### src/rtl/axis_arb_pkg.sv
// ---------------------------------------------------------------------------
// axis_arb_pkg
// Shared types and helpers for the AXI-Stream packet arbiter:
//   - arb_state_t : arbiter state (IDLE / LOCKED)
//   - clog2()     : constant ceiling-log2 used to size port indices
//   - DEF_*       : default bus widths
// ---------------------------------------------------------------------------
package axis_arb_pkg;

    typedef enum logic [0:0] {
        IDLE   = 1'b0,
        LOCKED = 1'b1
    } arb_state_t;

    localparam int DEF_NUM_PORTS   = 4;
    localparam int DEF_DATA_WIDTH  = 32;
    localparam int DEF_TUSER_WIDTH = 8;
    localparam int DEF_ID_WIDTH    = 2;

    // Smallest r with 2**r >= n; used as index width (n >= 2 in this design).
    function automatic int clog2(input int n);
        int r;
        r = 0;
        while ((1 << r) < n) begin
            r = r + 1;
        end
        return r;
    endfunction

endpackage

### src/rtl/rr_priority_enc.sv
// ---------------------------------------------------------------------------
// rr_priority_enc
// Combinational round-robin priority encoder. Searches the request vector
// starting one position after last_grant and wrapping modulo NUM_PORTS.
// Ports:
//   req        in  NUM_PORTS        request vector, bit i = port i
//   last_grant in  clog2(NUM_PORTS) most recently served port
//   any_req    out 1                at least one request bit is set
//   next_grant out clog2(NUM_PORTS) first requesting port after last_grant
// ---------------------------------------------------------------------------
module rr_priority_enc
    import axis_arb_pkg::*;
#(
    parameter int NUM_PORTS = DEF_NUM_PORTS
) (
    input  logic [NUM_PORTS-1:0]        req,
    input  logic [clog2(NUM_PORTS)-1:0] last_grant,
    output logic                        any_req,
    output logic [clog2(NUM_PORTS)-1:0] next_grant
);

    localparam int IDX_W = clog2(NUM_PORTS);

    logic found;
    int   idx;

    always_comb begin
        any_req    = |req;
        next_grant = '0;
        found      = 1'b0;
        idx        = 0;
        // Offsets 1..NUM_PORTS: last_grant itself is checked last.
        for (int k = 1; k <= NUM_PORTS; k++) begin
            idx = (int'(last_grant) + k) % NUM_PORTS;
            if (!found && req[idx[IDX_W-1:0]]) begin
                next_grant = idx[IDX_W-1:0];
                found      = 1'b1;
            end
        end
    end

endmodule

### src/rtl/axis_pkt_arbiter.sv
// ---------------------------------------------------------------------------
// axis_pkt_arbiter
// Round-robin arbiter/multiplexer sharing one AXI-Stream output between
// NUM_PORTS upstream streams. Output beat is registered and tagged with the
// source port index on m_axis_tid.
//
// Build option AXIS_ARB_PKT_LOCK_EN:
//   defined   : grant is held from the first accepted beat to the tlast beat.
//   undefined : every accepted beat ends the grant (beat-level round robin);
//               the forwarded m_axis_tlast is still the upstream tlast.
//
// Ports:
//   clk, sync_reset               clock, synchronous active-high reset
//   s_axis_tvalid/tlast/tready    per-port handshake, bit i = port i
//   s_axis_tdata/tuser            flattened, port i at [i*W +: W]
//   m_axis_tvalid/tdata/tuser/tlast/tid   registered output beat
//   m_axis_tready                 downstream ready
//   busy                          high while a grant is held (LOCKED)
// ---------------------------------------------------------------------------
module axis_pkt_arbiter
    import axis_arb_pkg::*;
#(
    parameter int NUM_PORTS   = DEF_NUM_PORTS,
    parameter int DATA_WIDTH  = DEF_DATA_WIDTH,
    parameter int TUSER_WIDTH = DEF_TUSER_WIDTH,
    parameter int ID_WIDTH    = DEF_ID_WIDTH
) (
    input  logic                             clk,
    input  logic                             sync_reset,
    input  logic [NUM_PORTS-1:0]             s_axis_tvalid,
    input  logic [NUM_PORTS*DATA_WIDTH-1:0]  s_axis_tdata,
    input  logic [NUM_PORTS*TUSER_WIDTH-1:0] s_axis_tuser,
    input  logic [NUM_PORTS-1:0]             s_axis_tlast,
    output logic [NUM_PORTS-1:0]             s_axis_tready,
    output logic                             m_axis_tvalid,
    output logic [DATA_WIDTH-1:0]            m_axis_tdata,
    output logic [TUSER_WIDTH-1:0]           m_axis_tuser,
    output logic                             m_axis_tlast,
    output logic [ID_WIDTH-1:0]              m_axis_tid,
    input  logic                             m_axis_tready,
    output logic                             busy
);

    localparam int IDX_W = clog2(NUM_PORTS);

    arb_state_t state, state_n;
    logic [IDX_W-1:0] grant, grant_n;
    logic [IDX_W-1:0] last_grant, last_grant_n;
    logic [IDX_W-1:0] next_grant;
    logic             any_req;
    logic             out_free;
    logic             accept;
    logic             pkt_end;

    logic [DATA_WIDTH-1:0]  in_data [NUM_PORTS];
    logic [TUSER_WIDTH-1:0] in_user [NUM_PORTS];

    logic                   vld_p1;
    logic [DATA_WIDTH-1:0]  tdata_p1;
    logic [TUSER_WIDTH-1:0] tuser_p1;
    logic                   tlast_p1;
    logic [ID_WIDTH-1:0]    tid_p1;

    for (genvar i = 0; i < NUM_PORTS; i++) begin : g_unpack
        assign in_data[i] = s_axis_tdata[i*DATA_WIDTH +: DATA_WIDTH];
        assign in_user[i] = s_axis_tuser[i*TUSER_WIDTH +: TUSER_WIDTH];
    end

    rr_priority_enc #(
        .NUM_PORTS (NUM_PORTS)
    ) u_rr_enc (
        .req        (s_axis_tvalid),
        .last_grant (last_grant),
        .any_req    (any_req),
        .next_grant (next_grant)
    );

    // The output slot can take a new beat when empty or draining this cycle.
    assign out_free = ~vld_p1 | m_axis_tready;
    assign accept   = (state == LOCKED) & s_axis_tvalid[grant] & out_free;

`ifdef AXIS_ARB_PKT_LOCK_EN
    assign pkt_end = s_axis_tlast[grant];
`else
    assign pkt_end = 1'b1;
`endif

    always_comb begin
        s_axis_tready = '0;
        if (state == LOCKED) begin
            s_axis_tready[grant] = out_free;
        end
    end

    always_comb begin
        state_n      = state;
        grant_n      = grant;
        last_grant_n = last_grant;
        case (state)
            IDLE: begin
                if (any_req) begin
                    grant_n = next_grant;
                    state_n = LOCKED;
                end
            end
            LOCKED: begin
                if (accept && pkt_end) begin
                    last_grant_n = grant;
                    state_n      = IDLE;
                end
            end
            default: state_n = IDLE;
        endcase
    end

    always_ff @(posedge clk) begin
        if (sync_reset) begin
            state      <= IDLE;
            grant      <= '0;
            last_grant <= IDX_W'(NUM_PORTS - 1);
        end else begin
            state      <= state_n;
            grant      <= grant_n;
            last_grant <= last_grant_n;
        end
    end

    // ---- stage p1: registered output beat ----
    always_ff @(posedge clk) begin
        if (sync_reset) begin
            vld_p1   <= 1'b0;
            tdata_p1 <= '0;
            tuser_p1 <= '0;
            tlast_p1 <= 1'b0;
            tid_p1   <= '0;
        end else if (accept) begin
            vld_p1   <= 1'b1;
            tdata_p1 <= in_data[grant];
            tuser_p1 <= in_user[grant];
            tlast_p1 <= s_axis_tlast[grant];
            tid_p1   <= ID_WIDTH'(grant);
        end else if (m_axis_tready) begin
            vld_p1   <= 1'b0;
        end
    end

    assign m_axis_tvalid = vld_p1;
    assign m_axis_tdata  = tdata_p1;
    assign m_axis_tuser  = tuser_p1;
    assign m_axis_tlast  = tlast_p1;
    assign m_axis_tid    = tid_p1;
    assign busy          = (state == LOCKED);

endmodule

### config.mk
export PLATFORM = sky130hd
export DESIGN_NAME = axis_pkt_arbiter
export DESIGN_NICKNAME = d
export VERILOG_FILES = /design/src/rtl/axis_arb_pkg.sv /design/src/rtl/rr_priority_enc.sv /design/src/rtl/axis_pkt_arbiter.sv
export SDC_FILE = /design/constraint.sdc
export NUM_CORES = 1
export LEC_CHECK = 0
export ABC_CLOCK_PERIOD_IN_PS = 5000
export CAP_MARGIN = 10
export CORE_AREA = 10 10 110 112
export CTS_CLUSTER_DIAMETER = 150
export CTS_CLUSTER_SIZE = 12
export DETAILED_ROUTE_END_ITERATION = 8
export DIE_AREA = 0 0 120 122
export PLACE_DENSITY = 0.88
export SETUP_SLACK_MARGIN = 0.5
export SYNTH_ARGS = -nofsm -noshare
export SYNTH_HDL_FRONTEND = slang
export SYNTH_HIERARCHICAL = 1
export SYNTH_SLANG_ARGS = --single-unit
export TNS_END_PERCENT = 30
### constraint.sdc
create_clock -name clk -period 5 [get_ports clk]
set_input_delay 0.75 -clock clk [delete_from_list [all_inputs] [get_ports clk]]
set_output_delay 0.75 -clock clk [all_outputs]
set_load 0.01 [all_outputs]
==> results.yml <==
synthesis:
  synth_top_area_cell: "dfxtp_1"
  synthesis.area_um2: 3400
  syn_avg_cell_area_um2: 9.93
  synth_top_area_frac: 0.288
  synth_cell_types: 29
  synth_edf_count: 0
  yosysSeqAreaShare: 0.288
  ys.flop_type: "dfxtp_1"
  yosysWarningCount: 6
  post-synth-top-count-cell: "dfxtp_1"
  synth_fp_nets: 514
  synthCells: 343
  synth_common_cells: "49 x dfxtp_1, 46 x a21oi_1, 44 x inv_1"
  synthTopCellsByArea: "dfxtp_1 29%, mux4_2 28%, a31o_1 11%"
  ys_seq_elements: 49
  synthArstFlopShare: 0
worst_hold_path:
  hp-class: "reg -> reg"
  hp-start: "m_axis_tdata[12]"
  hold_depth: 3
  worstHoldEndpoint: "m_axis_tdata[12]"
cts:
  clkLatencyLatePin_ns: 0.30
  clk_path_buf_depth: 2
  cts_setup_buffers: 0
  cts_hold_buf: 0
  cts-root-buf: "clkbuf_8"
  cts.sinks: 49
  cts_tree: "yes"
  cts.htree.levels: 2
  path_clk_slew_ns: 0.09
  cts_buffers: 5
  cts-resized-gates: 0
timing:
  worst_slack_ns: 1.82
  final.setup.tns_ns: 0
  finalHoldViolCount: 0
  slew_viol_final: 0
  finalCritPeriodShare: 0.636
  worst_slew_pin_slew_ns: 0.935
  fmax_ghz: 0.315
  finClkSkew_ns: 0.00834
  setup_viol: 0
  slew_headroom: 0.376
  rsz0062_at_grt: "no"
  finalCriticalPeriod_ns: 3.18
global_route:
  globalRouteTotalUtil: 0.165
  grt_max_degree: 81
  antenna_found_initial: 0
  grt_overflow: 0
  grt_pass1_vias: 3757
  grt_pass1_wl_um: 19700
final_layout:
  area_growth_pct: 66.0
  multi_input_area_um2: 2020
  drive_gt1_frac: 0.114
  n_antenna_cell: 0
  area.sequential_um2: 987
  fin_cells: 664
  nFillCells: 864
  fin_nets: 698
place:
  dp_slack_ns: 1.81
  io_buffer_count: 219
  place_inst: 656
  dp_hpwl_um: 10000
  gp_congestion: 0.809
setup_path:
  required_ns: 4.25
  arrival_ns: 2.43
  startpoint_type: "input port"
  criticalPathCategory: "in -> out"
  reg2reg_depth: 4
  path_max_fanout: 12
  rr_endpoint: "m_axis_tdata[21]"
  rrSetupSlack_ns: 2.11
  endpoint_kind: "primary output"
  timing.rr.start: "grant[0]"
job:
  maxCapViolCount: 0
power_and_ir_drop:
  p_leak_nw: 1.85
  combPwrFrac: 0.399
  ir_worst_vdd_v: 0.000108
  total_power_mw: 1.19
  power.density_nw_per_um2: 211
  p_int_mw: 0.837
  p_clk_frac: 0.203
  power_switching_mw: 0.357
  power_frac_seq: 0.398
  netSwitchingFraction: 0.299
floorplan:
  fp.dieH_um: 122
  row_count: 37
  fp.coreArea_um2: 10000
  io_pins: 220
  die_w_um: 120
  start_util: 0.339
  die_area_um2: 14600
route:
  drt_iter0_drc: 206
  postRouteAntennaNets: 0
  routedWlPerCell_um: 19.4
  drtPass1Iterations: 4
  routed_via_density: 5.34
  via_count: 3544
  drc_errors: 0
  drt_wl_total_um: 12900
outcome:
  outcome: "completed"
-- area by class of cell --
type                    instances  share of cell area
clock buffers                   8              0.0159
inverters                      44              0.0292
multi-input cells             204               0.358
flip-flops and latches         49               0.175
well taps                     136              0.0301
repair buffers                223               0.392
-- sequential cells by signal, indices dropped and copies added (netlist names) --
name	cells
m_axis_tid	2
m_axis_tdata	32
last_grant	2
grant	2
m_axis_tlast	1
m_axis_tuser	8
m_axis_tvalid	1
busy	1
-- layout by cell type (no fill, tap or decap), types with 2 or more instances in the layout --
master           count
a21oi_1             46
a31o_1              42
a31oi_1              2
buf_4                4
clkbuf_1             2
clkbuf_8             6
clkdlybuf4s50_1    218
dfxtp_1             46
dfxtp_2              2
inv_1               44
mux2i_1              3
mux4_2              42
nand2_1              5
nand4_1             42
nor2_1               5
nor2b_1              3
-- routing by layer --
metal	GRT usage	up-vias	part of all wire	wire, µm
li1	-	1684	-	-
met1	0.171	1706	0.37	4800
met2	0.316	144	0.54	6950
met3	0.0550	10	0.078	1010
met4	0.0354	0	0.011	136
met5	0	-	0	0
-- worst max path at each step --
stage	start	endpoint	slack, ns
detailed placement	m_axis_tready	s_axis_tready[1]	1.81
global route	m_axis_tready	s_axis_tready[1]	1.67
CTS	m_axis_tready	s_axis_tready[1]	1.79
global placement	m_axis_tready	s_axis_tready[1]	1.86
finish	m_axis_tready	s_axis_tready[1]	1.82
floorplan	m_axis_tready	s_axis_tready[1]	2.55
-- metrics by stage --
step	hold slack, ns	instance area, µm²	util
2_1_floorplan	0.503	3400	-
3_3_place_gp	0.516	5560	0.554
3_5_place_dp	0.523	5560	0.554
4_1_cts	0.537	5650	0.563
5_1_grt	0.568	5650	0.563
6_report	0.536	5650	0.563
-- critical path, cell delays in order --
cell and delay (ns):
clkdlybuf4s50_1 0.45, nand2b_2 0.27, nand2_1 0.14, nor3b_1 0.24
clkdlybuf4s50_1 0.57
-- cells by family (layout without fill, tap and decap cells) --
logic type,Yosys count,in the layout,synth area share
DFF,49,49,0.288
AOI/OAI and AO/OA,95,95,0.195
buffers and inverters,90,275,0.118
and+or+nand+nor,63,63,0.109
muxes,46,46,0.290
-- power groups by stage --
| stage | registers, mW | logic (mW) | clock network (mW) |
|---|---|---|---|
| after floorplan | 0.464 | 0.272 | 0 |
| after global placement | 0.482 | 0.463 | 0 |
| after detailed placement | 0.486 | 0.478 | 0 |
| after CTS | 0.477 | 0.480 | 0.252 |
| after global routing | 0.486 | 0.510 | 0.273 |
| final | 0.475 | 0.476 | 0.242 |
No activity file was read; power rests on OpenSTA's default activity.
